$ cat src/rtl/rv32i_mem_arbiter.sv
// Arbitrates the single unified memory port between instruction fetch (IF) and load/store (LS),
// with LS priority, a starvation guard for IF, one outstanding transaction and a watchdog timeout.
module rv32i_mem_arbiter #(
    parameter int MAX_LS_RUN     = 4,
    parameter int TIMEOUT_CYCLES = 256
) (
    input  logic        clk,
    input  logic        rst,
    input  logic        if_req,
    input  logic [31:0] if_addr,
    output logic        if_gnt,
    output logic        if_rvalid,
    output logic [31:0] if_rdata,
    output logic        if_err,
    input  logic        ls_req,
    input  logic        ls_we,
    input  logic [31:0] ls_addr,
    input  logic [31:0] ls_wdata,
    input  logic [3:0]  ls_wstrb,
    output logic        ls_gnt,
    output logic        ls_rvalid,
    output logic [31:0] ls_rdata,
    output logic        ls_err,
    output logic        mem_req,
    output logic        mem_we,
    output logic [31:0] mem_addr,
    output logic [31:0] mem_wdata,
    output logic [3:0]  mem_wstrb,
    input  logic        mem_ready,
    input  logic        mem_rvalid,
    input  logic [31:0] mem_rdata
);

    localparam int            TW      = (TIMEOUT_CYCLES > 2) ? $clog2(TIMEOUT_CYCLES) : 1;
    localparam logic [TW-1:0] TLAST   = TW'(TIMEOUT_CYCLES - 1);
    localparam logic [3:0]    RUN_MAX = 4'(MAX_LS_RUN);

    typedef enum logic [1:0] {
        ST_IDLE = 2'd0,
        ST_REQ  = 2'd1,
        ST_RSP  = 2'd2
    } state_t;

    state_t        state_r, state_s;
    logic [3:0]    run_cnt_r;
    logic [TW-1:0] tcnt_r;
    logic          owner_ls_r;
    logic          mem_req_r, mem_we_r;
    logic [31:0]   mem_addr_r, mem_wdata_r;
    logic [3:0]    mem_wstrb_r;
    logic          if_rvalid_r, ls_rvalid_r, if_err_r, ls_err_r;
    logic [31:0]   if_rdata_r, ls_rdata_r;
    logic          if_win_s, ls_win_s, expire_s, done_s, abort_s;
    logic [31:0]   rsp_data_s;

    // Next-state, winner selection and completion/abort decode
    always_comb begin
        state_s  = state_r;
        if_win_s = 1'b0;
        ls_win_s = 1'b0;
        done_s   = 1'b0;
        abort_s  = 1'b0;
        expire_s = (tcnt_r == TLAST);
        case (state_r)
            ST_IDLE: begin
                // A grant during reset would be discarded by the edge, so none is offered.
                if (rst) begin
                    state_s = ST_IDLE;
                end else if (ls_req && (!if_req || (run_cnt_r != RUN_MAX))) begin
                    ls_win_s = 1'b1;
                    state_s  = ST_REQ;
                end else if (if_req) begin
                    if_win_s = 1'b1;
                    state_s  = ST_REQ;
                end else begin
                    state_s = ST_IDLE;
                end
            end
            ST_REQ: begin
                if (expire_s) begin
                    abort_s = 1'b1;
                    state_s = ST_IDLE;
                end else if (mem_ready) begin
                    state_s = ST_RSP;
                end else begin
                    state_s = ST_REQ;
                end
            end
            ST_RSP: begin
                // A response arriving in the expiry cycle still counts as a normal completion.
                if (mem_rvalid) begin
                    done_s  = 1'b1;
                    state_s = ST_IDLE;
                end else if (expire_s) begin
                    abort_s = 1'b1;
                    state_s = ST_IDLE;
                end else begin
                    state_s = ST_RSP;
                end
            end
            default: begin
                state_s = ST_IDLE;
            end
        endcase
        if (done_s && !mem_we_r) begin
            rsp_data_s = mem_rdata;
        end else begin
            rsp_data_s = 32'h0000_0000;
        end
    end

    // State register
    always_ff @(posedge clk) begin
        if (rst) begin
            state_r <= ST_IDLE;
        end else begin
            state_r <= state_s;
        end
    end

    // Request latching, counters and registered response pulses
    always_ff @(posedge clk) begin
        if (rst) begin
            run_cnt_r   <= 4'd0;
            tcnt_r      <= {TW{1'b0}};
            owner_ls_r  <= 1'b0;
            mem_req_r   <= 1'b0;
            mem_we_r    <= 1'b0;
            mem_addr_r  <= 32'h0000_0000;
            mem_wdata_r <= 32'h0000_0000;
            mem_wstrb_r <= 4'b0000;
            if_rvalid_r <= 1'b0;
            ls_rvalid_r <= 1'b0;
            if_err_r    <= 1'b0;
            ls_err_r    <= 1'b0;
            if_rdata_r  <= 32'h0000_0000;
            ls_rdata_r  <= 32'h0000_0000;
        end else begin
            if_rvalid_r <= 1'b0;
            ls_rvalid_r <= 1'b0;
            if_err_r    <= 1'b0;
            ls_err_r    <= 1'b0;
            case (state_r)
                ST_IDLE: begin
                    if (if_win_s || ls_win_s) begin
                        owner_ls_r  <= ls_win_s;
                        mem_req_r   <= 1'b1;
                        mem_we_r    <= ls_win_s & ls_we;
                        mem_addr_r  <= ls_win_s ? ls_addr : if_addr;
                        mem_wdata_r <= ls_win_s ? ls_wdata : 32'h0000_0000;
                        mem_wstrb_r <= (ls_win_s && ls_we) ? ls_wstrb : 4'b0000;
                        tcnt_r      <= {TW{1'b0}};
                        // Only LS grants that make a waiting IF wait longer extend the run.
                        run_cnt_r   <= (ls_win_s && if_req) ? (run_cnt_r + 4'd1) : 4'd0;
                    end
                end
                ST_REQ: begin
                    tcnt_r <= tcnt_r + TW'(1);
                    if (expire_s || mem_ready) begin
                        mem_req_r <= 1'b0;
                    end
                end
                ST_RSP: begin
                    tcnt_r <= tcnt_r + TW'(1);
                end
                default: begin
                    tcnt_r <= {TW{1'b0}};
                end
            endcase
            if (done_s || abort_s) begin
                if (owner_ls_r) begin
                    ls_rvalid_r <= 1'b1;
                    ls_err_r    <= abort_s;
                    ls_rdata_r  <= rsp_data_s;
                end else begin
                    if_rvalid_r <= 1'b1;
                    if_err_r    <= abort_s;
                    if_rdata_r  <= rsp_data_s;
                end
            end
        end
    end

    assign if_gnt    = if_win_s;
    assign ls_gnt    = ls_win_s;
    assign mem_req   = mem_req_r;
    assign mem_we    = mem_we_r;
    assign mem_addr  = mem_addr_r;
    assign mem_wdata = mem_wdata_r;
    assign mem_wstrb = mem_wstrb_r;
    assign if_rvalid = if_rvalid_r;
    assign if_rdata  = if_rdata_r;
    assign if_err    = if_err_r;
    assign ls_rvalid = ls_rvalid_r;
    assign ls_rdata  = ls_rdata_r;
    assign ls_err    = ls_err_r;

endmodule

$ cat config.mk
export PLATFORM = sky130hd
export DESIGN_NAME = rv32i_mem_arbiter
export DESIGN_NICKNAME = d
export VERILOG_FILES = /design/src/rtl/rv32i_mem_arbiter.sv
export SDC_FILE = /design/constraint.sdc
export NUM_CORES = 1
export LEC_CHECK = 0
export ABC_AREA = 0
export BUFFER_PORTS_ARGS = -buffer_cell sky130_fd_sc_hd__buf_2
export CORE_MARGIN = 2
export CORE_UTILIZATION = 30
export DETAILED_ROUTE_END_ITERATION = 12
export GPL_TIMING_DRIVEN = 0
export SETUP_SLACK_MARGIN = 0.4
export SYNTH_ARGS = -nofsm -noshare
export SYNTH_HDL_FRONTEND = slang
export SYNTH_SLANG_ARGS = --single-unit
$ cat constraint.sdc
create_clock -name clk -period 2.1 [get_ports clk]
set_clock_uncertainty 0.15 [all_clocks]
set_input_delay 0.42 -clock clk [delete_from_list [all_inputs] [get_ports clk]]
set_output_delay 0.42 -clock clk [all_outputs]
set_load 0.05 [all_outputs]
Word-level counts from Yosys, hierarchy flattened

Index checks and enable logic that the tools add are counted.

Output and inout bits: 140
Register bits after elaboration: 153
Logic and storage cells: 77

Bitwise operators: 3
Mux-type cells: 31
$add $sub $neg: 2
Reduce and logical (&&, ||, !) cells: 20
Eq/ne operators: 6

Operators by type and width:

| kind                  | count |
|---|---|
| $mux W32              | 3 |
| $mux W1               | 17 |
| $pmux W8 S2           | 1 |
| $add A8 B1 Y8 const B | 1 |
| $eq A8 B8 Y1 const B  | 1 |
| $mux W2               | 4 |
| $mux W4               | 2 |
| $mux W8               | 1 |
| $pmux W2 S3           | 1 |
| $reduce_and A2 Y1     | 3 |
| $reduce_or A3 Y1      | 2 |
| $add A4 B1 Y4 const B | 1 |
| $logic_and A1 B1 Y1   | 4 |
| $logic_or A1 B1 Y1    | 4 |
| $ne A2 B2 Y1 const B  | 2 |
| $ne A4 B3 Y1 const B  | 1 |
| $pmux W1 S2           | 2 |
| $reduce_or A2 Y1      | 2 |
| $reduce_and A3 Y1     | 1 |
| $eq A2 B1 Y1 const B  | 1 |
| $eq A2 B2 Y1 const B  | 1 |
| $logic_not A1 Y1      | 2 |
| $logic_not A2 Y1      | 1 |
| $not A1 Y1            | 2 |
| other kinds (2)       | 2 |

Logic depth before layout (Yosys ltp)

Depth in word-level cells: 9
Gate-level depth with buffers: 7
Mapped depth without buffers: 5

Worst setup path after synthesis

No wires, ideal clock.

Kind: input to output
From: input if_req
To: output if_gnt
Cell stages on the path: 5
Arrival: 2.252 ns
Slack: -0.722 ns
Cells stage by stage: buf_2 -> nand4b_1 -> buf_2 -> buf_1 -> a21boi_0

Word-level cells in the longest chain between the ends: 6
Elaborated cells between the ends (all ways): 7
Those cells by class: 4 x mux; 3 x reduce/logical

RTL lines:

| what                | RTL line | source |
|---|---|---|
| start: declaration  | 9        | `input logic if_req,` |
| $logic_not A1 Y1    | 69       | `end else if (ls_req && (!if_req \|\| (run_cnt_r != RUN_MAX))) begin` |
| $logic_or A1 B1 Y1  | 69       |  |
| $logic_and A1 B1 Y1 | 69       |  |
| $mux W1 (*)         | 69       |  |
| $mux W1 (*)         | 67       | `if (rst) begin` |
| $mux W1 (*)         | 64       | `case (state_r)` |
| end: declaration    | 11       | `output logic if_gnt,` |

Every way passes the cells marked *; elsewhere a longest branch is shown, timed or not.

Worst setup path after layout

From: register run_cnt_r[0]
To: output if_gnt

Word-level cells in the longest chain between the ends: 6

RTL lines:

| what                     | RTL line | source |
|---|---|---|
| start: declaration       | 45       | `logic [3:0] run_cnt_r;` |
| start signal: assignment | 154      | `run_cnt_r <= (ls_win_s && if_req) ? (run_cnt_r + 4'd1) : 4'd0;` |
| $ne A4 B3 Y1             | 69       |  |
| $logic_or A1 B1 Y1       | 69       |  |
| $logic_and A1 B1 Y1      | 69       |  |
| $mux W1                  | 69       |  |
| $mux W1                  | 67       |  |
| $mux W1                  | 64       |  |

No other way between the ends.

==> flow_metrics.env <==
export IMPL_placedCellCount=1263
export IMPL_clk_pin_slew_worst_paths_ps=60
export IMPL_synth_seq_cells=153
export IMPL_ys_types=47
export IMPL_grt_pass1_wl_um=38900
export IMPL_tns_ps=-415
export IMPL_failed_checks="negative setup slack"
export IMPL_startpoint_type="flop"
export IMPL_synth_area_leaders="dfxtp_1 46%, a32oi_1 13%, nand3b_1 7.6%"
export IMPL_dp_hpwl_um=16700
export IMPL_die_area_um2=23500
export IMPL_core_area_um2=21800
export IMPL_period_share=1.10
export IMPL_final_core_util=0.530
export IMPL_critPathCaptureType="output port"
export IMPL_synth_area_per_cell_um2=9.49
export IMPL_start_util=0.306
export IMPL_r2r_end="ls_rdata[30]$_SDFFE_PP0P_"
export IMPL_yosysSeqAreaShare=0.458
export IMPL_min_path_type="input pin to flop"
export IMPL_max_slew_margin=0.561
export IMPL_p_total_w=0.00827
export IMPL_drt_first_iter_violations=474
export IMPL_period_needed_ps=2300
export IMPL_port_buffers=278
export IMPL_hold_violations=0
export IMPL_hp_start="ls_wdata[24]"
export IMPL_fin_ws_ps=-201
export IMPL_yosys_warnings=0
export IMPL_cts_tree="built"
export IMPL_fp_dieH_um=153
export IMPL_synthAdderAreaFrac=0.0131
export IMPL_clk_latency_ps=420
export IMPL_finalNonFillerCells=1374
export IMPL_ioPinCount=279
export IMPL_ys_dominant_reg_cell="dfxtp_1"
export IMPL_routed_via_count=7499
export IMPL_root_buffer="clkbuf_16"
export IMPL_clock_path_buffers=2
export IMPL_drv_cap=0
export IMPL_irDropWorstVdd_uv=570
export IMPL_grt_max_degree=17
export IMPL_final_max_slew_viol_count=0
export IMPL_syn_area_um2=6690
export IMPL_grt_pass1_vias=7059
export IMPL_final_common_cell="buf_2"
export IMPL_critPathArrivalTime_ps=1730
export IMPL_finalWeightedCongestion=0.785
export IMPL_synth_top_area_share=0.458
export IMPL_antenna_found_initial=4
export IMPL_nets=1225
export IMPL_critPathRequiredTime_ps=1530
export IMPL_htree_levels=4
export IMPL_drive_above_1_share=0.579
export IMPL_cts_hold_buf=0
export IMPL_numCtsBuffers=17
export IMPL_syn2layout_area_growth_pct=73.1
export IMPL_drc_errors=0
export IMPL_powerDensity_nw_per_um2=714
export IMPL_report_final_setup_viol=7
export IMPL_reg2reg_slack_ps=-20
export IMPL_synthMuxAreaShare=0.0479
export IMPL_synth_compound_area_frac=0.249
export IMPL_whs_path_depth=3
export IMPL_worst_hold_path_endpoint="mem_wdata[24]$_SDFFE_PP0P_"
export IMPL_max_freq_mhz=435
export IMPL_chipWidth_um=153
export IMPL_gr_total_overflow=0
export IMPL_total_leakage_power_nw=4.83
export IMPL_synth_top_family_by_area="compound AO/OA/AOI/OAI gates"
export IMPL_avgViaCountPerCell=5.46
export IMPL_rows=54
export IMPL_whs_ps=109
export IMPL_clock_sinks=153
export IMPL_tightest_slew_ps=658
export IMPL_first_pass_iters=5
export IMPL_syn_inst=705
export IMPL_rsz0062_at_grt="true"
export IMPL_ys_async_sr_fraction=0
export IMPL_status="finished, violations left"
export IMPL_synth_edff_count=0
export IMPL_critical_path_class="flop to output port"
export IMPL_syn_nets=851
export IMPL_ant_nets=0
export IMPL_wl_um=26400
export IMPL_synth_xor_area_frac=0
export IMPL_layout_common_cells="274 x buf_2, 146 x dfxtp_1, 68 x nand3b_1"
export IMPL_reg2reg_depth=12
export IMPL_crit_fanout=3
export IMPL_synth_top_area_cell="dfxtp_1"
export IMPL_synth_simple_area_share=0.172
export IMPL_wl_per_cell_um=19.2
export IMPL_grt_use_total=0.205
export IMPL_r2r_start="state_r[0]$_SDFF_PP0_"
-- what timing repair did --
action                                  CTS  global route
pin swaps                                62            94
gates cloned                             12             5
endpoints found under the setup margin  155           161
buffers inserted                         39            21
resized for setup                       250           237
-- worst max-delay path, cell delays in order, from the launching register on --
cell and delay [ps]:
dfxtp_2 320, inv_2 70, ha_4 130, nand4b_1 190, buf_6 190, buf_8 120, a21boi_4 130, buf_8 160
-- kinds of logic after synthesis --
| kind of cell | Yosys count |
|---|---|
| buffers and inverters | 93 |
| adder cells (fa/ha/maj) | 7 |
| flip-flops | 153 |
| AO/OA/AOI/OAI | 228 |
| AND/OR/NAND/NOR | 192 |
| multiplexers | 32 |
-- flip-flops by register name, indices dropped and copies added (netlist names), 2 cells and up --
signal     count
if_rdata      32
ls_rdata      32
mem_addr      32
mem_wdata     32
tcnt_r         8
mem_wstrb      4
run_cnt_r      4
state_r        2
-- how the worst max path moves through the flow --
stage / from / end / slack (ps) / cells after the start
2_1_floorplan: state_r[1]$_SDFF_PP0_ / if_gnt / 200 / 6
3_3_place_gp: rst / owner_ls_r$_SDFFE_PP0P_ / -500 / 5
3_5_place_dp: rst / owner_ls_r$_SDFFE_PP0P_ / -550 / 5
4_1_cts: run_cnt_r[0]$_SDFFE_PP0P_ / if_gnt / -190 / 7
5_1_grt: run_cnt_r[0]$_SDFFE_PP0P_ / if_gnt / -290 / 7
6_report: run_cnt_r[0]$_SDFFE_PP0P_ / if_gnt / -200 / 7
-- Yosys cell counts, drive strengths merged (3+ instances only) --
master    n
nand4     9
and2      3
a32oi    97
o21ai    68
nand3b   68
clkbuf   60
ha        7
nor2     37
buf      21
dfxtp   153
nand2    16
a211oi   34
mux2i    32
nand3     6
nor3     32
or3       5
inv      12
a21oi    11
-- per-layer routing --
metal | vias up | wire [µm] | global-route usage
li1 | 3497 | - | -
met1 | 3680 | 10900 | 0.267
met2 | 287 | 13200 | 0.338
met3 | 33 | 1690 | 0.0448
met4 | 2 | 537 | 0.0666
met5 | - | 7 | 0
-- final cells by class --
class | instances | area (µm²)
fillers | 1952 | 10200
multi-input cells | 459 | 4310
clock buffers | 20 | 457
repair buffers | 355 | 2430
diodes | 3 | 7.51
well taps | 280 | 350
inverters | 12 | 52.6
clock inverters | 11 | 121
plain buffers | 81 | 778
flip-flops and latches | 153 | 3070
-- metrics by stage --
stage	area (µm²)	worst slack, ps
2_1_floorplan	6770	195
3_3_place_gp	8510	-501
3_5_place_dp	8510	-548
4_1_cts	10300	-190
5_1_grt	11600	-292
6_report	11600	-201
-- power breakdown --
part	switching (W)	internal, W	leakage [nW]
combinational	0.00126	0.000788	3.31
clock	0.00126	0.00180	0.270
sequential	0.000102	0.00305	1.25
(Power assumes the default switching activity.)
